### config.mk
export PLATFORM = sky130hd
export DESIGN_NAME = ram_word_port
export DESIGN_NICKNAME = d
export VERILOG_FILES = /design/src/rtl/ram_word_port.sv
export SDC_FILE = /design/constraint.sdc
export NUM_CORES = 1
export LEC_CHECK = 0
export ABC_AREA = 1
export CORE_MARGIN = 2
export CORE_UTILIZATION = 45
export CTS_CLUSTER_DIAMETER = 200
export DETAILED_ROUTE_END_ITERATION = 12
export GPL_ROUTABILITY_DRIVEN = 0
export GPL_TIMING_DRIVEN = 1
export HOLD_SLACK_MARGIN = 0.05
export PLACE_DENSITY = 0.77
export SYNTH_ARGS = -nofsm -noshare
export SYNTH_HDL_FRONTEND = slang
export SYNTH_SLANG_ARGS = --single-unit
### constraint.sdc
create_clock -name clk -period 2.3 [get_ports clk]
set_input_delay 0.69 -clock clk [delete_from_list [all_inputs] [get_ports clk]]
set_output_delay 0.69 -clock clk [all_outputs]
set_load 0.03 [all_outputs]
### src/rtl/ram_word_port.sv
// ram_word_port: bridges a 32-bit word load/store port to the 128-bit line
// user interface of the `ram` DDR3 controller. Loads fetch a line and return
// the addressed word. Stores read the line, merge the enabled bytes and write
// the line back. Only one access is outstanding at a time.
//
// Optional feature, macro RAM_WORD_PORT_LINE_BUF_EN: a one-line buffer
// (tag = addr[31:4] plus valid bit) filled by every completed line read and
// updated on every completed line write. Load hits finish without `ram`
// traffic; store hits merge into the buffered line and write it through.
//
// Ports:
//   clk, rst              clock, synchronous active-high reset
//   core_req/we/addr/wdata/be   core access request (req held until done)
//   core_done/rdata/err   one-cycle completion pulse with load data / timeout
//   addr_in, write_data_in, read_req, write_req   commands to `ram`
//   read_ready, read_data_valid, read_data_out, write_ready   `ram` responses
module ram_word_port #(
  parameter int unsigned TIMEOUT_CYCLES = 1024,
  parameter int unsigned TO_W           = 11
) (
  input  logic         clk,
  input  logic         rst,
  input  logic         core_req,
  input  logic         core_we,
  input  logic [31:0]  core_addr,
  input  logic [31:0]  core_wdata,
  input  logic [3:0]   core_be,
  output logic         core_done,
  output logic [31:0]  core_rdata,
  output logic         core_err,
  output logic [31:0]  addr_in,
  output logic [127:0] write_data_in,
  output logic         read_req,
  output logic         write_req,
  input  logic         read_ready,
  input  logic         read_data_valid,
  input  logic [127:0] read_data_out,
  input  logic         write_ready
);

  typedef enum logic [2:0] {
    StIdle,
    StRdReq,
    StRdWait,
    StMerge,
    StWrReq,
    StDone
  } state_e;

  state_e          state_q, state_d;
  logic [TO_W-1:0] cnt_q, cnt_d;
  logic [31:0]     addr_in_q, addr_in_d;
  logic [1:0]      ws_q, ws_d;
  logic            we_q, we_d;
  logic [31:0]     wdata_q, wdata_d;
  logic [3:0]      be_q, be_d;
  logic [127:0]    line_q, line_d;
  logic [127:0]    wr_line_q, wr_line_d;
  logic            err_q, err_d;
  logic [127:0]    merged;
  logic            timeout;

`ifdef RAM_WORD_PORT_LINE_BUF_EN
  logic            buf_valid_q, buf_valid_d;
  logic [27:0]     buf_tag_q, buf_tag_d;
  logic [127:0]    buf_line_q, buf_line_d;
  logic            buf_hit;
  assign buf_hit = buf_valid_q && (buf_tag_q == core_addr[31:4]);
`endif

  // Address bits [1:0] are don't-care for word accesses.
  logic unused_addr_bits;
  assign unused_addr_bits = ^core_addr[1:0];

  // Last waiting cycle: the wait lasts exactly TIMEOUT_CYCLES cycles.
  assign timeout = (cnt_q == TO_W'(TIMEOUT_CYCLES - 1));

  // Byte merge of the store word into the addressed word of the line.
  always_comb begin
    merged = line_q;
    for (int b = 0; b < 4; b++) begin
      if (be_q[b]) begin
        merged[{ws_q, b[1:0], 3'd0} +: 8] = wdata_q[8*b +: 8];
      end
    end
  end

  always_comb begin
    state_d   = state_q;
    cnt_d     = cnt_q;
    addr_in_d = addr_in_q;
    ws_d      = ws_q;
    we_d      = we_q;
    wdata_d   = wdata_q;
    be_d      = be_q;
    line_d    = line_q;
    wr_line_d = wr_line_q;
    err_d     = err_q;
`ifdef RAM_WORD_PORT_LINE_BUF_EN
    buf_valid_d = buf_valid_q;
    buf_tag_d   = buf_tag_q;
    buf_line_d  = buf_line_q;
`endif

    unique case (state_q)
      StIdle: begin
        err_d = 1'b0;
        if (core_req) begin
          addr_in_d = {core_addr[31:4], 4'h0};
          ws_d      = core_addr[3:2];
          we_d      = core_we;
          wdata_d   = core_wdata;
          be_d      = core_be;
          cnt_d     = '0;
          state_d   = StRdReq;
`ifdef RAM_WORD_PORT_LINE_BUF_EN
          if (buf_hit) begin
            line_d  = buf_line_q;
            state_d = core_we ? StMerge : StDone;
          end
`endif
        end
      end

      StRdReq: begin
        if (read_ready) begin
          cnt_d = '0;
          if (read_data_valid) begin
            line_d  = read_data_out;
            state_d = we_q ? StMerge : StDone;
`ifdef RAM_WORD_PORT_LINE_BUF_EN
            buf_valid_d = 1'b1;
            buf_tag_d   = addr_in_q[31:4];
            buf_line_d  = read_data_out;
`endif
          end else begin
            state_d = StRdWait;
          end
        end else if (timeout) begin
          err_d   = 1'b1;
          state_d = StDone;
`ifdef RAM_WORD_PORT_LINE_BUF_EN
          buf_valid_d = 1'b0;
`endif
        end else begin
          cnt_d = cnt_q + 1'b1;
        end
      end

      StRdWait: begin
        if (read_data_valid) begin
          line_d  = read_data_out;
          state_d = we_q ? StMerge : StDone;
`ifdef RAM_WORD_PORT_LINE_BUF_EN
          buf_valid_d = 1'b1;
          buf_tag_d   = addr_in_q[31:4];
          buf_line_d  = read_data_out;
`endif
        end else if (timeout) begin
          err_d   = 1'b1;
          state_d = StDone;
`ifdef RAM_WORD_PORT_LINE_BUF_EN
          buf_valid_d = 1'b0;
`endif
        end else begin
          cnt_d = cnt_q + 1'b1;
        end
      end

      StMerge: begin
        line_d    = merged;
        wr_line_d = merged;
        cnt_d     = '0;
        state_d   = StWrReq;
      end

      StWrReq: begin
        if (write_ready) begin
          state_d = StDone;
`ifdef RAM_WORD_PORT_LINE_BUF_EN
          buf_valid_d = 1'b1;
          buf_tag_d   = addr_in_q[31:4];
          buf_line_d  = wr_line_q;
`endif
        end else if (timeout) begin
          err_d   = 1'b1;
          state_d = StDone;
`ifdef RAM_WORD_PORT_LINE_BUF_EN
          buf_valid_d = 1'b0;
`endif
        end else begin
          cnt_d = cnt_q + 1'b1;
        end
      end

      StDone: begin
        state_d = StIdle;
      end

      default: begin
        state_d = StIdle;
      end
    endcase
  end

  always_ff @(posedge clk) begin
    if (rst) begin
      state_q   <= StIdle;
      cnt_q     <= '0;
      addr_in_q <= '0;
      ws_q      <= '0;
      we_q      <= 1'b0;
      wdata_q   <= '0;
      be_q      <= '0;
      line_q    <= '0;
      wr_line_q <= '0;
      err_q     <= 1'b0;
`ifdef RAM_WORD_PORT_LINE_BUF_EN
      buf_valid_q <= 1'b0;
      buf_tag_q   <= '0;
      buf_line_q  <= '0;
`endif
    end else begin
      state_q   <= state_d;
      cnt_q     <= cnt_d;
      addr_in_q <= addr_in_d;
      ws_q      <= ws_d;
      we_q      <= we_d;
      wdata_q   <= wdata_d;
      be_q      <= be_d;
      line_q    <= line_d;
      wr_line_q <= wr_line_d;
      err_q     <= err_d;
`ifdef RAM_WORD_PORT_LINE_BUF_EN
      buf_valid_q <= buf_valid_d;
      buf_tag_q   <= buf_tag_d;
      buf_line_q  <= buf_line_d;
`endif
    end
  end

  // Requests and completion are decoded from the registered state, so they
  // drop on the edge that leaves the state (including reset).
  assign read_req      = (state_q == StRdReq);
  assign write_req     = (state_q == StWrReq);
  assign core_done     = (state_q == StDone);
  assign core_err      = core_done && err_q;
  assign core_rdata    = (core_done && !we_q && !err_q) ? line_q[{ws_q, 5'd0} +: 32] : 32'h0;
  assign addr_in       = addr_in_q;
  assign write_data_in = wr_line_q;

endmodule

==> out/results.txt <==
Via count: 17800
Simple logic cell fraction of the synthesized area: 27.9%
Final period util: 114%
Total GRT Usage: 30.9%
Status: finished, violations left
IO Port Bufs: 392
Crit-path slowest cell: dfxtp_4
Clk_lat worst skew: 0.52 ns
DRC viols: 0
Synth top area share: 42.7%
Routed wire length: 58100 um
Die Wd: 192 um
Mean Syn Cell Area: 6.60 sq um
First-pass detailed-route iteration total: 7
Vias in the first global route: 17100
Die Footprint: 36700 sq um
Crit path time final: 2.61 ns
Leak pwr: 8.81 nW
Final ANT Viol Nets: 0
Largest stage delay, worst path: 0.36 ns
Dpl hpwl: 40300 um
Worst path bufs/invs: 3
Main synth FF type: dfxtp_1
Initial antenna violation count: 3
Max Transition Viols Final: 0
Std-Cell Core Area: 34600 sq um
Max-slew headroom: 63.6%
TritonCTS Buffers: 38
Max Freq: 383 MHz
Syn. warnings: 0
Async SR Flop Fraction: 0%
Initial Util: 45.7%
First-pass GRT wire length: 90500 um
CP cell instances: inv_4, nand2_4, nor2_4, nand3_4, buf_16, a21oi_4, buf_12
Final #Nets: 2940
Top Ports: 399
Htree depth: 2
Post-synth EDFFs: 0
Fillers: 3028
Mux cell area share after synthesis: 0%
Clock buffer depth: 3
GR Overflow Total: 0
RSZ-0062 raised after global routing: yes
Post-synthesis cell count: 2399
Critical Path AT: 1.92 ns
Storage cell area: 6780 sq um
Seq/Total Area, Yosys: 42.7%
Most common cell in the netlist: nand2_1
Rows: 68
Highest net fanout along the worst path: 8
Worst VDD drop: 0.517 mV
Setup CP Type: register to output pin
Post-route setup slack: -0.311 ns
Startpoint Class: register
Wire length per cell: 18.1 um
Synth cell count leaders: nand2_1, a21oi_1, dfxtp_1
Die Y: 192 um
Root Buffer: clkbuf_16
Layout cells sized above 1: 8.55%
Area leader, netlist: dfxtp_1
Synth area leaders: dfxtp_1, nand2_1, a21oi_1
Syn Std Cell Area: 15800 sq um
Area grow syn2layout: 41.4%
Slew at the pin closest to its max-slew limit: 0.546 ns
Fin Clk Skew: 0.0123 ns
Yosys reg bits: 338
DR vias/cell: 5.54
Failing checks: negative setup slack
HP Class: register to register
Post-Synth Adder-Cell Area: 0.474%
Netlist cell types: 27
Synth Area in XOR/XNOR: 0.111%
Initial DRC count: 1550
Largest net degree at the start of global routing: 112
Final setup viols: 33
Pwr dens: 695 nW/um^2
Worst setup EP type: output pin
DP Worst Slack: -0.0965 ns
Num Clock Sinks: 338
Data required time of the worst path: 1.61 ns
Max_cap viols: 0
CP top delay family: buffers and inverters
Area of the multi-input gates: 8340 sq um
CTS tree: built
Pwr Total: 15.6 mW
Main combinational cell family by area after synthesis: simple AND/OR/NAND/NOR gates
CTS clk-pin slew, worst paths: 0.06 ns
Cts-stage hold buffer count: 0
Endpoints failing hold: 0
Post-synthesis compound-gate area fraction: 21.3%
metrics by stage:
| step | instances | TNS [ns] | hold slack [ns] | instance area (sq um) | utilization [%] |
|---|---|---|---|---|---|
| CTS | 3210 | -10.63 | 0.461 | 22300 | 64.3 |
| floorplan | 2402 | 0 | 0.435 | 16200 | - |
| global placement | 3136 | -1.02 | 0.447 | 20800 | 59.9 |
| global route | 3216 | -10.71 | 0.472 | 22400 | 64.6 |
| detailed placement | 3136 | -4.93 | 0.453 | 20800 | 59.9 |
| finish | 3218 | -8.53 | 0.463 | 22400 | 64.7 |
layer usage:
| layer | track usage [%] | vias up | wire length, um |
|---|---|---|---|
| met4 | 13.0 | 2 | 2490 |
| met5 | 0 | - | 10 |
| li1 | - | 8547 | - |
| met2 | 50.8 | 933 | 26800 |
| met1 | 39.0 | 8195 | 22900 |
| met3 | 6.74 | 160 | 5980 |
where the power goes:
| part | switching (mW) | total (mW) | internal (mW) |
|---|---|---|---|
| clock | 2.43 | 6.32 | 3.89 |
| combinational | 1.68 | 2.79 | 1.11 |
| sequential | 0.253 | 6.44 | 6.19 |
worst paths after layout:
path | from | end | slack (ns) | cells past startpoint
worst max register to register | ws_q[1]$_SDFFE_PP0P_ | line_q[66]$_SDFFE_PP0P_ | 0.15 | 9
worst min-delay path | addr_in[24]$_SDFFE_PP0P_ | addr_in[24]$_SDFFE_PP0P_ | 0.46 | 2
worst max-delay path | state_q[1]$_SDFFE_PP0N_ | core_rdata[14] | -0.31 | 7
worst min register to register | addr_in[24]$_SDFFE_PP0P_ | addr_in[24]$_SDFFE_PP0P_ | 0.46 | 2
cell usage in the layout, fill, tap and decap left out, types with 5 or more instances in the layout:
cell type and n:
clkdlybuf4s50_1 333, a21oi_1 324, ha_1 5, a21oi_4 31, nand3_1 96, inv_1 91, clkbuf_1 8, buf_12 31
dfxtp_1 333, clkbuf_16 41, inv_2 6, nand4_1 13, nand2_1 769, o21ai_0 181, clkbuf_8 7, nor3_1 11
nor2_1 219, dlygate4sd2_1 9, buf_6 26, clkinv_1 7, o21ai_1 23, buf_4 42, o22ai_1 48, clkinv_2 10
dlymetal6s2s_1 13, o211ai_1 32
registers in the layout, summed over array words and instances (netlist names):
| register | count |
|---|---|
| line_q | 128 |
| write_data_in | 128 |
| wdata_q | 32 |
| addr_in | 28 |
| cnt_q | 11 |
| be_q | 4 |
| state_q | 3 |
| ws_q | 2 |
| err_q | 1 |
| we_q | 1 |
timing repair:
item	4_1_cts	5_1_grt
setup buffers	2	5
resized for setup	57	46
pin swaps	2	3
gates cloned	3	0
setup endpoints to repair	44	71
worst reg2reg max path, cell delays in order (launching register included):
cell	delay (ns)
dfxtp_2	0.34
buf_4	0.24
ha_1	0.36
nand2_1	0.19
nor3_4	0.32
buf_4	0.17
nand3_1	0.05
a21oi_1	0.20
nor2_1	0.08
nor2_1	0.11
cells by family after synthesis:
kind of cell | count (synthesis)
fa+ha+maj | 6
flops | 338
buf+inv | 283
other cells | 1
xor+xnor | 2
compound gates | 644
simple gates | 1125
area by class of cell:
type / instances / share of cell area (%)
clock inverter: 14 / 0.760
multi-input combinational: 1781 / 37.2
timing repair buffer: 463 / 22.1
sequential: 338 / 30.3
clock buffer: 55 / 5.09
tap: 455 / 2.54
inverter: 109 / 1.92
antenna: 3 / 0.0335
No activity file was read; power rests on OpenSTA's default activity.
